## src/rtl/periph_bus_arbiter.sv

```systemverilog
// Two-master round-robin arbiter for the peripheral local bus. It decodes the address to a
// one-hot slave select, runs one transaction at a time and releases the bus on a timeout.
module periph_bus_arbiter #(
  parameter int unsigned NSLV    = 4,
  parameter logic [3:0]  BASE_HI = 4'h1,
  parameter int unsigned TIMEOUT = 16
) (
  input  logic            clk,
  input  logic            rst,
  input  logic            m0_req,
  input  logic            m0_we,
  input  logic [31:0]     m0_addr,
  input  logic [31:0]     m0_wdata,
  input  logic [3:0]      m0_wmask,
  output logic            m0_ack,
  output logic            m0_err,
  output logic [31:0]     m0_rdata,
  input  logic            m1_req,
  input  logic            m1_we,
  input  logic [31:0]     m1_addr,
  input  logic [31:0]     m1_wdata,
  input  logic [3:0]      m1_wmask,
  output logic            m1_ack,
  output logic            m1_err,
  output logic [31:0]     m1_rdata,
  output logic [NSLV-1:0] sel,
  output logic [31:0]     add_w,
  output logic [31:0]     data_w,
  output logic            wen,
  output logic [3:0]      wmask,
  input  logic            wready,
  output logic [31:0]     add_r,
  output logic            ren,
  input  logic [31:0]     data_r,
  input  logic            rvalid
);

  typedef enum logic [1:0] {StIdle, StWr, StRd, StResp} state_e;

  state_e          state_q, state_d;
  logic            last_q, last_d;
  logic            gnt_q, gnt_d;
  logic [31:0]     addr_q, addr_d;
  logic [31:0]     wdata_q, wdata_d;
  logic [3:0]      lmask_q, lmask_d;
  logic [7:0]      cnt_q, cnt_d;

  logic [NSLV-1:0] sel_q, sel_d;
  logic [31:0]     add_w_q, add_w_d, data_w_q, data_w_d, add_r_q, add_r_d;
  logic            wen_q, wen_d, ren_q, ren_d;
  logic [3:0]      wmask_q, wmask_d;
  logic            m0_ack_q, m0_ack_d, m0_err_q, m0_err_d;
  logic            m1_ack_q, m1_ack_d, m1_err_q, m1_err_d;
  logic [31:0]     m0_rdata_q, m0_rdata_d, m1_rdata_q, m1_rdata_d;

  logic            pick;
  logic            req_we;
  logic [31:0]     req_addr;
  logic            resp_err;
  logic [31:0]     resp_rdata;
  logic            timeout;
  logic            bus_act;

  // The counter reaches TIMEOUT-1 at the edge ending the last allowed WR/RD cycle.
  assign timeout = (cnt_q == 8'(TIMEOUT - 2));

  always_comb begin
    state_d    = state_q;
    last_d     = last_q;
    gnt_d      = gnt_q;
    addr_d     = addr_q;
    wdata_d    = wdata_q;
    lmask_d    = lmask_q;
    cnt_d      = cnt_q;
    resp_err   = 1'b0;
    resp_rdata = '0;
    pick       = (m0_req && m1_req) ? ~last_q : m1_req;
    req_we     = pick ? m1_we : m0_we;
    req_addr   = pick ? m1_addr : m0_addr;

    case (state_q)
      StIdle: begin
        if (m0_req || m1_req) begin
          gnt_d   = pick;
          last_d  = pick;
          addr_d  = req_addr;
          wdata_d = pick ? m1_wdata : m0_wdata;
          lmask_d = pick ? m1_wmask : m0_wmask;
          cnt_d   = '0;
          if (req_addr[31:28] != BASE_HI || 32'(req_addr[27:24]) >= NSLV) begin
            state_d  = StResp;
            resp_err = 1'b1;
          end else begin
            state_d = req_we ? StWr : StRd;
          end
        end
      end
      StWr: begin
        cnt_d = cnt_q + 8'd1;
        if (wready) begin
          state_d = StResp;
        end else if (timeout) begin
          state_d  = StResp;
          resp_err = 1'b1;
        end
      end
      StRd: begin
        cnt_d = cnt_q + 8'd1;
        if (rvalid) begin
          state_d    = StResp;
          resp_rdata = data_r;
        end else if (timeout) begin
          state_d  = StResp;
          resp_err = 1'b1;
        end
      end
      StResp:  state_d = StIdle;
      default: state_d = StIdle;
    endcase

    // Outputs are registered, so they are derived from the state being entered.
    wen_d      = (state_d == StWr);
    ren_d      = (state_d == StRd);
    bus_act    = wen_d || ren_d;
    sel_d      = bus_act ? (NSLV'(1) << addr_d[27:24]) : '0;
    add_w_d    = wen_d ? {4'h0, addr_d[27:0]} : '0;
    data_w_d   = wen_d ? wdata_d : '0;
    wmask_d    = wen_d ? lmask_d : '0;
    add_r_d    = ren_d ? {4'h0, addr_d[27:0]} : '0;
    m0_ack_d   = (state_d == StResp) && !gnt_d;
    m1_ack_d   = (state_d == StResp) && gnt_d;
    m0_err_d   = m0_ack_d && resp_err;
    m1_err_d   = m1_ack_d && resp_err;
    m0_rdata_d = m0_ack_d ? resp_rdata : '0;
    m1_rdata_d = m1_ack_d ? resp_rdata : '0;
  end

  always_ff @(posedge clk or negedge rst) begin
    if (!rst) begin
      state_q    <= StIdle;
      last_q     <= 1'b1;
      gnt_q      <= 1'b0;
      addr_q     <= '0;
      wdata_q    <= '0;
      lmask_q    <= '0;
      cnt_q      <= '0;
      sel_q      <= '0;
      add_w_q    <= '0;
      data_w_q   <= '0;
      wen_q      <= 1'b0;
      wmask_q    <= '0;
      add_r_q    <= '0;
      ren_q      <= 1'b0;
      m0_ack_q   <= 1'b0;
      m0_err_q   <= 1'b0;
      m0_rdata_q <= '0;
      m1_ack_q   <= 1'b0;
      m1_err_q   <= 1'b0;
      m1_rdata_q <= '0;
    end else begin
      state_q    <= state_d;
      last_q     <= last_d;
      gnt_q      <= gnt_d;
      addr_q     <= addr_d;
      wdata_q    <= wdata_d;
      lmask_q    <= lmask_d;
      cnt_q      <= cnt_d;
      sel_q      <= sel_d;
      add_w_q    <= add_w_d;
      data_w_q   <= data_w_d;
      wen_q      <= wen_d;
      wmask_q    <= wmask_d;
      add_r_q    <= add_r_d;
      ren_q      <= ren_d;
      m0_ack_q   <= m0_ack_d;
      m0_err_q   <= m0_err_d;
      m0_rdata_q <= m0_rdata_d;
      m1_ack_q   <= m1_ack_d;
      m1_err_q   <= m1_err_d;
      m1_rdata_q <= m1_rdata_d;
    end
  end

  assign sel      = sel_q;
  assign add_w    = add_w_q;
  assign data_w   = data_w_q;
  assign wen      = wen_q;
  assign wmask    = wmask_q;
  assign add_r    = add_r_q;
  assign ren      = ren_q;
  assign m0_ack   = m0_ack_q;
  assign m0_err   = m0_err_q;
  assign m0_rdata = m0_rdata_q;
  assign m1_ack   = m1_ack_q;
  assign m1_err   = m1_err_q;
  assign m1_rdata = m1_rdata_q;

endmodule

```

## config.mk

```make
export PLATFORM = sky130hd
export DESIGN_NAME = periph_bus_arbiter
export DESIGN_NICKNAME = d
export VERILOG_FILES = /design/src/rtl/periph_bus_arbiter.sv
export SDC_FILE = /design/constraint.sdc
export NUM_CORES = 1
export LEC_CHECK = 0
export CAP_MARGIN = 20
export CORE_ASPECT_RATIO = 2
export CORE_UTILIZATION = 40
export DETAILED_ROUTE_END_ITERATION = 7
export PLACE_DENSITY = 0.76
export SLEW_MARGIN = 20
export SYNTH_ARGS = -nofsm -noshare
export SYNTH_HDL_FRONTEND = slang
export SYNTH_SLANG_ARGS = --single-unit
```

## constraint.sdc

```tcl
create_clock -name clk -period 2.4 [get_ports clk]
set_clock_uncertainty 0.2 [all_clocks]
set_input_delay 0.48 -clock clk [delete_from_list [all_inputs] [get_ports clk]]
set_output_delay 0.48 -clock clk [all_outputs]
set_load 0.02 [all_outputs]
```

# After elaboration in Yosys (flattened, before gate mapping)
# Index checks and enable logic that the tools add are counted.
[totals]
output_inout_bits = 174
in_bits = 176
ff_bits = 242
[op_classes]
bitwise = 1
addsub = 1
magnitude_cmp = 1
reduce_logical = 14
shifts = 1
n_eq_ne = 9
mux = 37
[ops]
columns = ["cell", "count"]
rows = [
  ["32-bit 2-to-1 mux", 9],
  ["28-bit 2-to-1 mux", 4],
  ["4-bit 2-to-1 mux", 5],
  ["8-bit case mux with 2 select lines", 1],
  ["2-bit 2-to-1 mux", 6],
  ["1-bit 2-to-1 mux", 9],
  ["8-bit by 1-bit adder with 8-bit output (second input constant)", 1],
  ["2-bit == test (second input constant)", 4],
  ["8-bit by 4-bit == test with 1-bit output (second input constant)", 1],
  ["8-bit 2-to-1 mux", 1],
  ["2-bit case mux with 4 select lines", 1],
  ["1-bit logical AND", 5],
  ["2-bit by 1-bit == test with 1-bit output (second input constant)", 2],
  ["4-bit by 3-bit greater-or-equal comparator with 1-bit output (second input constant)", 1],
  ["4-bit by 1-bit != test with 1-bit output (second input constant)", 1],
  ["2-bit AND reduction", 2],
  ["1-bit by 4-bit << shifter with 4-bit output (first input constant)", 1],
  ["1-bit logical OR", 3],
  ["1-bit case mux with 3 select lines", 1],
  ["2-bit zero test", 1],
  ["2-bit != test (second input constant)", 1],
  ["2-bit nonzero test", 1],
  ["2-bit OR reduction", 1],
  ["1-bit zero test", 1],
  ["1-bit inverter", 1],
]

# Logic depth before layout (Yosys ltp)
# Gate-level depths: netlist (run 1).
[logic_depth]
word_depth = 11
depth_mapped = 12
depth_no_buf = 10

# Worst setup path after synthesis (run 1)
# OpenSTA, ideal clock, no wires.
[synth_timing]
path_kind = "input to register"
from = "input m1_req"
to = "register add_w_q[10], in the netlist add_w[10]"
setup_time_ns = 0.066
setup_slack_ns = -0.209
cell_stages = 11
path_buffers = 5
arrival_ns = 2.343
cell_sequence = "buf_6 -> a21bo_1 -> buf_6 -> buf_8 -> nand4_1 -> o21ai_2 -> a311oi_1 -> ha_1 -> buf_1 -> clkbuf_1 -> and2_1"
[synth_between]
elab_chain_cells = 10
[synth_lines]
columns = ["item", "line", "text"]
rows = [
  ["start, declared", "18", "input logic m1_req,"],
  ["1-bit logical AND", "77", "pick = (m0_req && m1_req) ? ~last_q : m1_req;"],
  ["1-bit 2-to-1 mux", "77", ""],
  ["32-bit 2-to-1 mux", "79", "req_addr = pick ? m1_addr : m0_addr;"],
  ["4-bit by 3-bit greater-or-equal comparator with 1-bit output or 4-bit by 1-bit != test with 1-bit output (tied branches)", "90", "if (req_addr[31:28] != BASE_HI || 32'(req_addr[27:24]) >= NSLV) begin"],
  ["1-bit logical OR", "90", ""],
  ["2-bit 2-to-1 mux", "90", ""],
  ["2-bit 2-to-1 mux *", "83", "if (m0_req || m1_req) begin"],
  ["2-bit case mux with 4 select lines *", "81", "case (state_q)"],
  ["named net state_d[0]", "40", "state_e state_q, state_d;"],
  ["2-bit by 1-bit == test with 1-bit output *", "122", "wen_d = (state_d == StWr);"],
  ["named net wen_d", "50", "logic wen_q, wen_d, ren_q, ren_d;"],
  ["28-bit 2-to-1 mux *", "126", "add_w_d = wen_d ? {4'h0, addr_d[27:0]} : '0;"],
  ["named net add_w_d[10]", "49", "logic [31:0] add_w_q, add_w_d, data_w_q, data_w_d, add_r_q, add_r_d;"],
  ["end signal, assigned", "169", "add_w_q <= add_w_d;"],
  ["end, declared", "49", ""],
]
# The timed path passes the listed nets; every way through them passes the cells marked *.
# A chain may end at the register's enable or synchronous reset.

# Final worst setup path (run 1)
[layout_timing]
from = "register cnt_q[5]"
to = "register sel_q[3], in the netlist sel[3]"
[layout_between]
elab_chain_cells = 7
[layout_lines]
columns = ["item", "line", "text"]
rows = [
  ["start, declared", "46", "logic [7:0] cnt_q, cnt_d;"],
  ["start signal, assigned", "167", "cnt_q <= cnt_d;"],
  ["8-bit by 4-bit == test with 1-bit output *", "65", "assign timeout = (cnt_q == 8'(TIMEOUT - 2));"],
  ["2-bit 2-to-1 mux *", "102, 112", ""],
  ["2-bit 2-to-1 mux, on equally long branches", "109, 100", ""],
  ["2-bit case mux with 4 select lines *", "81", ""],
  ["named net state_d[0]", "40", ""],
  ["2-bit by 1-bit == test with 1-bit output or 2-bit == test (tied branches)", "122, 123", ""],
  ["1-bit logical OR *", "124", "bus_act = wen_d || ren_d;"],
  ["4-bit 2-to-1 mux *", "125", "sel_d = bus_act ? (NSLV'(1) << addr_d[27:24]) : '0;"],
  ["named net sel_d[3]", "48", "logic [NSLV-1:0] sel_q, sel_d;"],
  ["end signal, assigned", "168", "sel_q <= sel_d;"],
  ["end, declared", "48", ""],
]
# Marks and branches as above.

==> results.md, run 1 <==
- Status: finished with violations
- Failing checks: setup timing
- DRT Pass-1 Iters: 4
- Part of the power in registers: around 34%
- Total CTS buffers: 22
- Routed len/inst: 17.4 microns
- Net Sw Frac: 35.8%
- Vias in the first global route: 7782
- DRC: 0
- Core Footprint: 0.0232 sq mm
- Bufs and invs on worst path: 1
- DIE AREA: 0.0244 sq mm
- CP required: roughly 2600 ps
- Nets: 1408
- First-pass GRT wire length: 41200 microns
- Critical Path Sink Type: register
- Tmin final: 2430 ps
- CTS root buf: clkbuf_16
- Fillcell total: 1817
- Placed Cells: 1475
- Yosys reg bits: 242
- DR iter-0 viols: roughly 370
- Vias per cell: 4.80
- Delay-heaviest family, CP: compound AO/OA/AOI/OAI gates
- Warnings from Yosys: 0
- Setup ws final: -26.9 ps
- Worst hold path type: in -> async
- Crit-path cells: or3b_4, o21ai_2, a21oi_2, a311oi_2, ha_2, inv_2, o311ai_4, and3b_1
- Area Growth Syn to Fin: 51.5%
- Buffers on Ports: 341
- Worst Setup Start Kind: register
- Synth top area share: 63.6%
- Congestion Overflow GR: 0
- Most common cell after layout, fill and taps aside: clkdlybuf4s50_1
- Clock latency on the worst-skew pair: 520 ps
- Synth cell types: 58
- CTS Buffer Depth: 3
- Critical path fanouts, max: 4
- CTS tree: built
- Initial antenna violation count: 2
- Dpl hpwl: 19100 microns
- Die Span X: about 110 microns
- Final std cells w/o fill: roughly 1500
- Total routed wirelength: 26600 microns
- H-tree levels: 1
- Period utilisation layout: 101%
- Syn avg cell area: 11.2 sq um
- Fin. max-slew vios: 0
- Final GP Congestion: 0.811
- Post-synth EDFFs: 0
- Most frequent cells in the layout: 340 x clkdlybuf4s50_1, 239 x dfrtp_1, 166 x nand2_1
- Clock sink count: 242
- # setup viols final: 1
- Internal cell power: 10.7 mW
- PwrDens: 1160 mW/mm^2
- Final-report hold violation count: 0
- Max incr delay on CP: 420 ps
- Yosys top cell by area: dfrtp_1
- Total Negative Setup Slacks: -26.9 ps
- Synth area leaders: dfrtp_1 64%, nand2_1 6.6%, and2_1 6.1%
- Setup repair after global routing missed its margin: yes
- Comb power frac: 44.3%
- Syn Inst Count: 850
- Post-DRT Antenna Nets: 0
- Most used DFF post-synth: dfrtp_1
- Psw: 5.95 mW
- Max cap viols: 0
- Layout cells sized above 1: 13.2%
- Setup CP Type: reg -> reg
- Via Count: 7320
- Syn Std Cell Area: between 0.009 and 0.01 sq mm
- Sequential-to-total area share from yosys stat: 63.9%
- Critical path's slowest cell: or3b_4
- Largest net degree at the start of global routing: 63
- Overall Global Routing Usage: 21.7%
- Lkg Pwr: around 6.3 nW
- Starting density of the core: 40.8%
- WP data arrival: 2660 ps
- # rows: around 80
- Die Y-Extent: 220 microns
- Post-synth ARST share: 100%
- Clock share of power: 21.5%
- Max frequency: 412 MHz
- Clk slew on worst S/H paths: 70 ps
- Boundary Pins: 350
- Max VDD drop: between 0.8 and 0.9 mV
## sequential cells by signal, indices dropped and copies added, names as in the netlist
register / flops
addr_q: 28
last_q: 1
state_q: 2
add_r: 28
gnt_q: 1
data_w: 32
wmask: 4
m1_ack: 1
m1_rdata: 32
ren: 1
wen: 1
m0_rdata: 32
m1_err: 1
wdata_q: 32
sel: 4
add_w: 28
lmask_q: 4
m0_err: 1
cnt_q: 8
m0_ack: 1
## power groups by stage
stage	logic, mW	clock network [mW]	registers, mW
after global placement	7.06	0	5.72
after CTS	7.36	3.66	5.69
final	7.37	3.57	5.69
after floorplan	3.58	0	6.38
after detailed placement	7.23	0	5.76
after global routing	8.05	3.81	5.81
## synthesized netlist by cell type (2+ instances only)
| cell | count |
|---|---|
| a31oi_1 | 31 |
| nand2_1 | 166 |
| nor2_1 | 140 |
| and2_1 | 93 |
| a21oi_4 | 2 |
| a31oi_2 | 32 |
| xor2_1 | 3 |
| a311oi_1 | 2 |
| nand2b_1 | 5 |
| a21oi_1 | 6 |
| and3_1 | 2 |
| buf_4 | 17 |
| o21ai_0 | 5 |
| nor3_1 | 6 |
| o2111ai_1 | 2 |
| inv_1 | 6 |
| clkbuf_1 | 12 |
| nor3b_1 | 2 |
| ha_1 | 10 |
| a211oi_1 | 2 |
| dfrtp_1 | 241 |
| buf_2 | 21 |
| buf_6 | 9 |
## layer usage
metal / track usage (%) / part of all wire [%]
met5: 0 / 0
met2: 40.5 / 55
met1: 22.9 / 35
met3: 3.33 / 5.0
met4: 12.5 / 5.1
## kinds of logic (layout without fill, tap and decap cells)
logic type | count (synthesis) | in the layout | synth area share [%]
DFF | 242 | 242 | 63.9
adders and majority gates | 10 | 10 | 1.32
AOI/OAI and AO/OA | 99 | 99 | 9.75
xor gates and xnor gates | 3 | 3 | 0.277
buffers and inverters | 67 | 448 | 4.43
muxes | 2 | 2 | 0.224
and+or+nand+nor | 426 | 426 | 20.1
other | 1 | 12 | 0.0395
## final cells by class
type,count,area [sq um],area share (%)
inverters,6,22.5,0.157
clock inverters,10,108,0.749
flip-flops and latches,242,6060,42.2
well taps,283,354,2.46
repair buffers,402,4030,28.1
multi-input cells,548,3150,21.9
clock buffers,30,641,4.46
diodes,4,10.0,0.0696
## worst paths after layout
kind,startpoint,endpoint,slack (ps),cells after the start
min reg2reg,wdata_q[4]$_DFF_PN0_,wdata_q[4]$_DFF_PN0_,340,2
max reg2reg,cnt_q[5]$_DFFE_PN0P_,sel[3]$_DFF_PN0_,-30,8
min,rst,add_r[14]$_DFF_PN0_,260,2
max,cnt_q[5]$_DFFE_PN0P_,sel[3]$_DFF_PN0_,-30,8
max in group asynchronous,rst,m1_rdata[15]$_DFF_PN0_,1000,3
min in group clk,data_r[10],m1_rdata[10]$_DFF_PN0_,320,3
## through the flow
| stage | setup WS, ps | util [%] | hold slack (ps) | total power, mW | cell area, sq um |
|---|---|---|---|---|---|
| floorplan | -28.1 | - | -15.6 | 9.96 | 9540 |
| global placement | -462 | 58.0 | 221 | 12.8 | 13500 |
| detailed placement | -491 | 58.0 | 230 | 13.0 | 13500 |
| CTS | -12.0 | 61.5 | 273 | 16.7 | 14300 |
| global route | -77.5 | 61.9 | 282 | 17.7 | 14400 |
| finish | -26.9 | 61.9 | 261 | 16.6 | 14400 |
## worst reg2reg max path: cells and delay by family, from the launching register on
family	cells	cell delay, ps
compound gates	4	680
fa+ha+maj	1	350
buf+inv	1	60
flops	1	380
simple gates	2	680
## what timing repair did
action                     CTS  global route
resized for setup            7            13
buffers inserted             3             2
hold endpoints to repair    46             0
pin swaps                    5             4
setup endpoints to repair  107           146
hold buffers                 1             0
cloned                       0             0
Note: power is estimated with default switching activity, not from simulation.
==> inputs of run 2 (changes only) <==
MAX_ROUTING_LAYER = met4   (was not set)
==> results.md, run 2 (synthesis gave the netlist of run 1 again) <==
- Status: finished with violations (unchanged)
- Failing checks: setup timing (unchanged)
- Final-report hold violation count: 0 (unchanged)
- Total Negative Setup Slacks: -10.2 ps (was -26.9 ps)
- Via Count: 7376 (was 7320)
- Setup CP Type: reg -> reg (unchanged)
- Area taken by multi-input logic gates: 0.00315 sq mm (unchanged)
- First-pass GRT wire length: 41100 microns (was 41200 microns)
- Clock latency on the worst-skew pair: 520 ps (about the same)
- Critical Path Sink Type: register (unchanged)
- Boundary Pins: 350 (unchanged)
- Overall Global Routing Usage: 22.3% (was 21.7%)
- CTS tree: built (unchanged)
- Max VDD drop: 0.826 mV (was 0.832 mV)
- Max cap viols: 0 (unchanged)
- Routed len/inst: 17.4 microns (unchanged)
- Congestion Overflow GR: 0 (unchanged)
- Part of the power in registers: 34.2% (about the same)
- DRC: 0 (unchanged)
- Largest net degree at the start of global routing: 63 (unchanged)
- Vias per cell: 4.84 (was 4.80)
- Placed Cells: 1475 (unchanged)
- Design Power: 16.6 mW (unchanged)
- H-tree levels: 1 (unchanged)
- Layout cells sized above 1: 13.2% (unchanged)
- Worst Setup Start Kind: register (unchanged)
- PwrDens: 1160 mW/mm^2 (unchanged)
- Total routed wirelength: 26600 microns (unchanged)
- Most common cell after layout, fill and taps aside: clkdlybuf4s50_1 (unchanged)
- Fin. max-slew vios: 0 (unchanged)
- Die Span X: 111 microns (unchanged)
- Fin Hold WS: 259 ps (was 261 ps)
- # rows: 79 (unchanged)
- Final std cells w/o fill: 1525 (unchanged)
- Post-DRT Antenna Nets: 0 (unchanged)
- Tmin final: 2410 ps (was 2430 ps)
- Clk slew on worst S/H paths: 70 ps (about the same)
- Comb power frac: 44.4% (was 44.3%)
- CP required: 2640 ps (was 2630 ps)
- Fillcell total: 1817 (unchanged)
- Clock sink count: 242 (unchanged)
- Setup ws final: -10.2 ps (was -26.9 ps)
- # setup viols final: 1 (unchanged)
- Most frequent cells in the layout: 340 x clkdlybuf4s50_1, 239 x dfrtp_1, 166 x nand2_1 (unchanged)
- Lkg Pwr: 6.27 nW (unchanged)
- WP data arrival: 2650 ps (was 2660 ps)
- Dpl hpwl: 19100 microns (unchanged)
- Core Footprint: 0.0232 sq mm (unchanged)
- DIE AREA: 0.0244 sq mm (unchanged)
- Net Sw Frac: 35.8% (about the same)
- Vias in the first global route: 7796 (was 7782)
- Buffers on Ports: 341 (unchanged)
- CTS root buf: clkbuf_16 (unchanged)
- Final GP Congestion: 0.823 (was 0.811)
- Nets: 1408 (unchanged)
- Psw: 5.95 mW (about the same)
- Die Y-Extent: 220 microns (unchanged)
- DRT Pass-1 Iters: 4 (unchanged)
- Max frequency: 415 MHz (was 412 MHz)
- Sequential cell area: 0.00606 sq mm (unchanged)
- Clock share of power: 21.4% (was 21.5%)
- Setup repair after global routing missed its margin: yes (unchanged)
- Worst hold path type: in -> async (unchanged)
- Initial antenna violation count: 2 (unchanged)
- Internal cell power: 10.7 mW (about the same)
- Period utilisation layout: 100% (was 101%)
- Critical path fanouts, max: 4 (unchanged)
- Starting density of the core: 40.8% (unchanged)
- DR iter-0 viols: 326 (was 374)
- CTS Buffer Depth: 3 (unchanged)
- Area Growth Syn to Fin: 51.5% (unchanged)
- Total CTS buffers: 22 (unchanged)
## run 2: cell counts in the layout (fill, tap and decap cells not counted)
No cell type changed its count.
## run 2: power groups by stage
stage / registers [mW] / clock network, mW / logic [mW]
5_1_grt: 5.81 / 3.81 / 8.04
4_1_cts: 5.69 / 3.66 / 7.36
6_report: 5.69 / 3.56 / 7.38
3_3_place_gp: 5.72 / 0 / 7.06
2_1_floorplan: 6.38 / 0 / 3.58
3_5_place_dp: 5.76 / 0 / 7.23
## run 2: area by class of cell
| type | count | share of cell area (%) |
|---|---|---|
| tap | 283 | 2.46 |
| clock buffer | 30 | 4.46 |
| clock inverter | 10 | 0.749 |
| antenna | 4 | 0.0696 |
| timing repair buffer | 402 | 28.1 |
| inverter | 6 | 0.157 |
| sequential | 242 | 42.2 |
| multi-input combinational | 548 | 21.9 |
## run 2: through the flow
stage | setup slack, ps | utilization [%] | instance area [sq um]
after global placement | -462 | 58.0 | 13500
after floorplan | -28.1 | - | 9540
after global routing | -77.5 | 61.9 | 14400
after CTS | -12.0 | 61.5 | 14300
final | -10.2 | 61.9 | 14400
after detailed placement | -491 | 58.0 | 13500
## run 2: worst max-delay path, stage by stage (launching register included)
cell,delay (ps)
dfrtp_1,380
or3b_4,420
o21ai_2,160
a21oi_2,80
a311oi_2,340
ha_2,350
inv_2,60
o311ai_4,90
and3b_1,240
## run 2: metal layers
metal  track usage [%]  vias to the layer above  wire (microns)  part of all wire, %
li1                  -                     3478               -                    -
met3              2.81                       68            1210                  4.6
met2              40.5                      271           14500                   55
met4              12.6                        0            1340                  5.0
met1              23.3                     3559            9490                   36
met5                 -                        -               0                    0
## run 2: final timing paths
path                                           start                      to  slack [ps]  cells past startpoint
worst max-delay path            cnt_q[5]$_DFFE_PN0P_        sel[3]$_DFF_PN0_         -10                      8
worst min-delay path                             rst     add_r[14]$_DFF_PN0_         260                      2
worst max register to register  cnt_q[5]$_DFFE_PN0P_        sel[3]$_DFF_PN0_         -10                      8
worst min register to register  wdata_q[4]$_DFF_PN0_    wdata_q[4]$_DFF_PN0_         340                      2
max in group asynchronous                        rst  m0_rdata[15]$_DFF_PN0_        1000                      3
min in group clk                          data_r[10]  m1_rdata[10]$_DFF_PN0_         320                      3
## run 2: timing repair
action / CTS / global route
pin swaps: 5 / 4
setup endpoints to repair: 107 / 146
hold buffers: 1 / 0
cloned: 0 / 0
setup buffers: 3 / 2
hold endpoints to repair: 46 / 0
gates resized for setup: 7 / 13
==> inputs of run 3 (changes only) <==
GPL_ROUTABILITY_DRIVEN = 0   (was not set)
==> results of run 3 <==
Same layout as run 2: the final DEF is identical, and so are final timing and power.
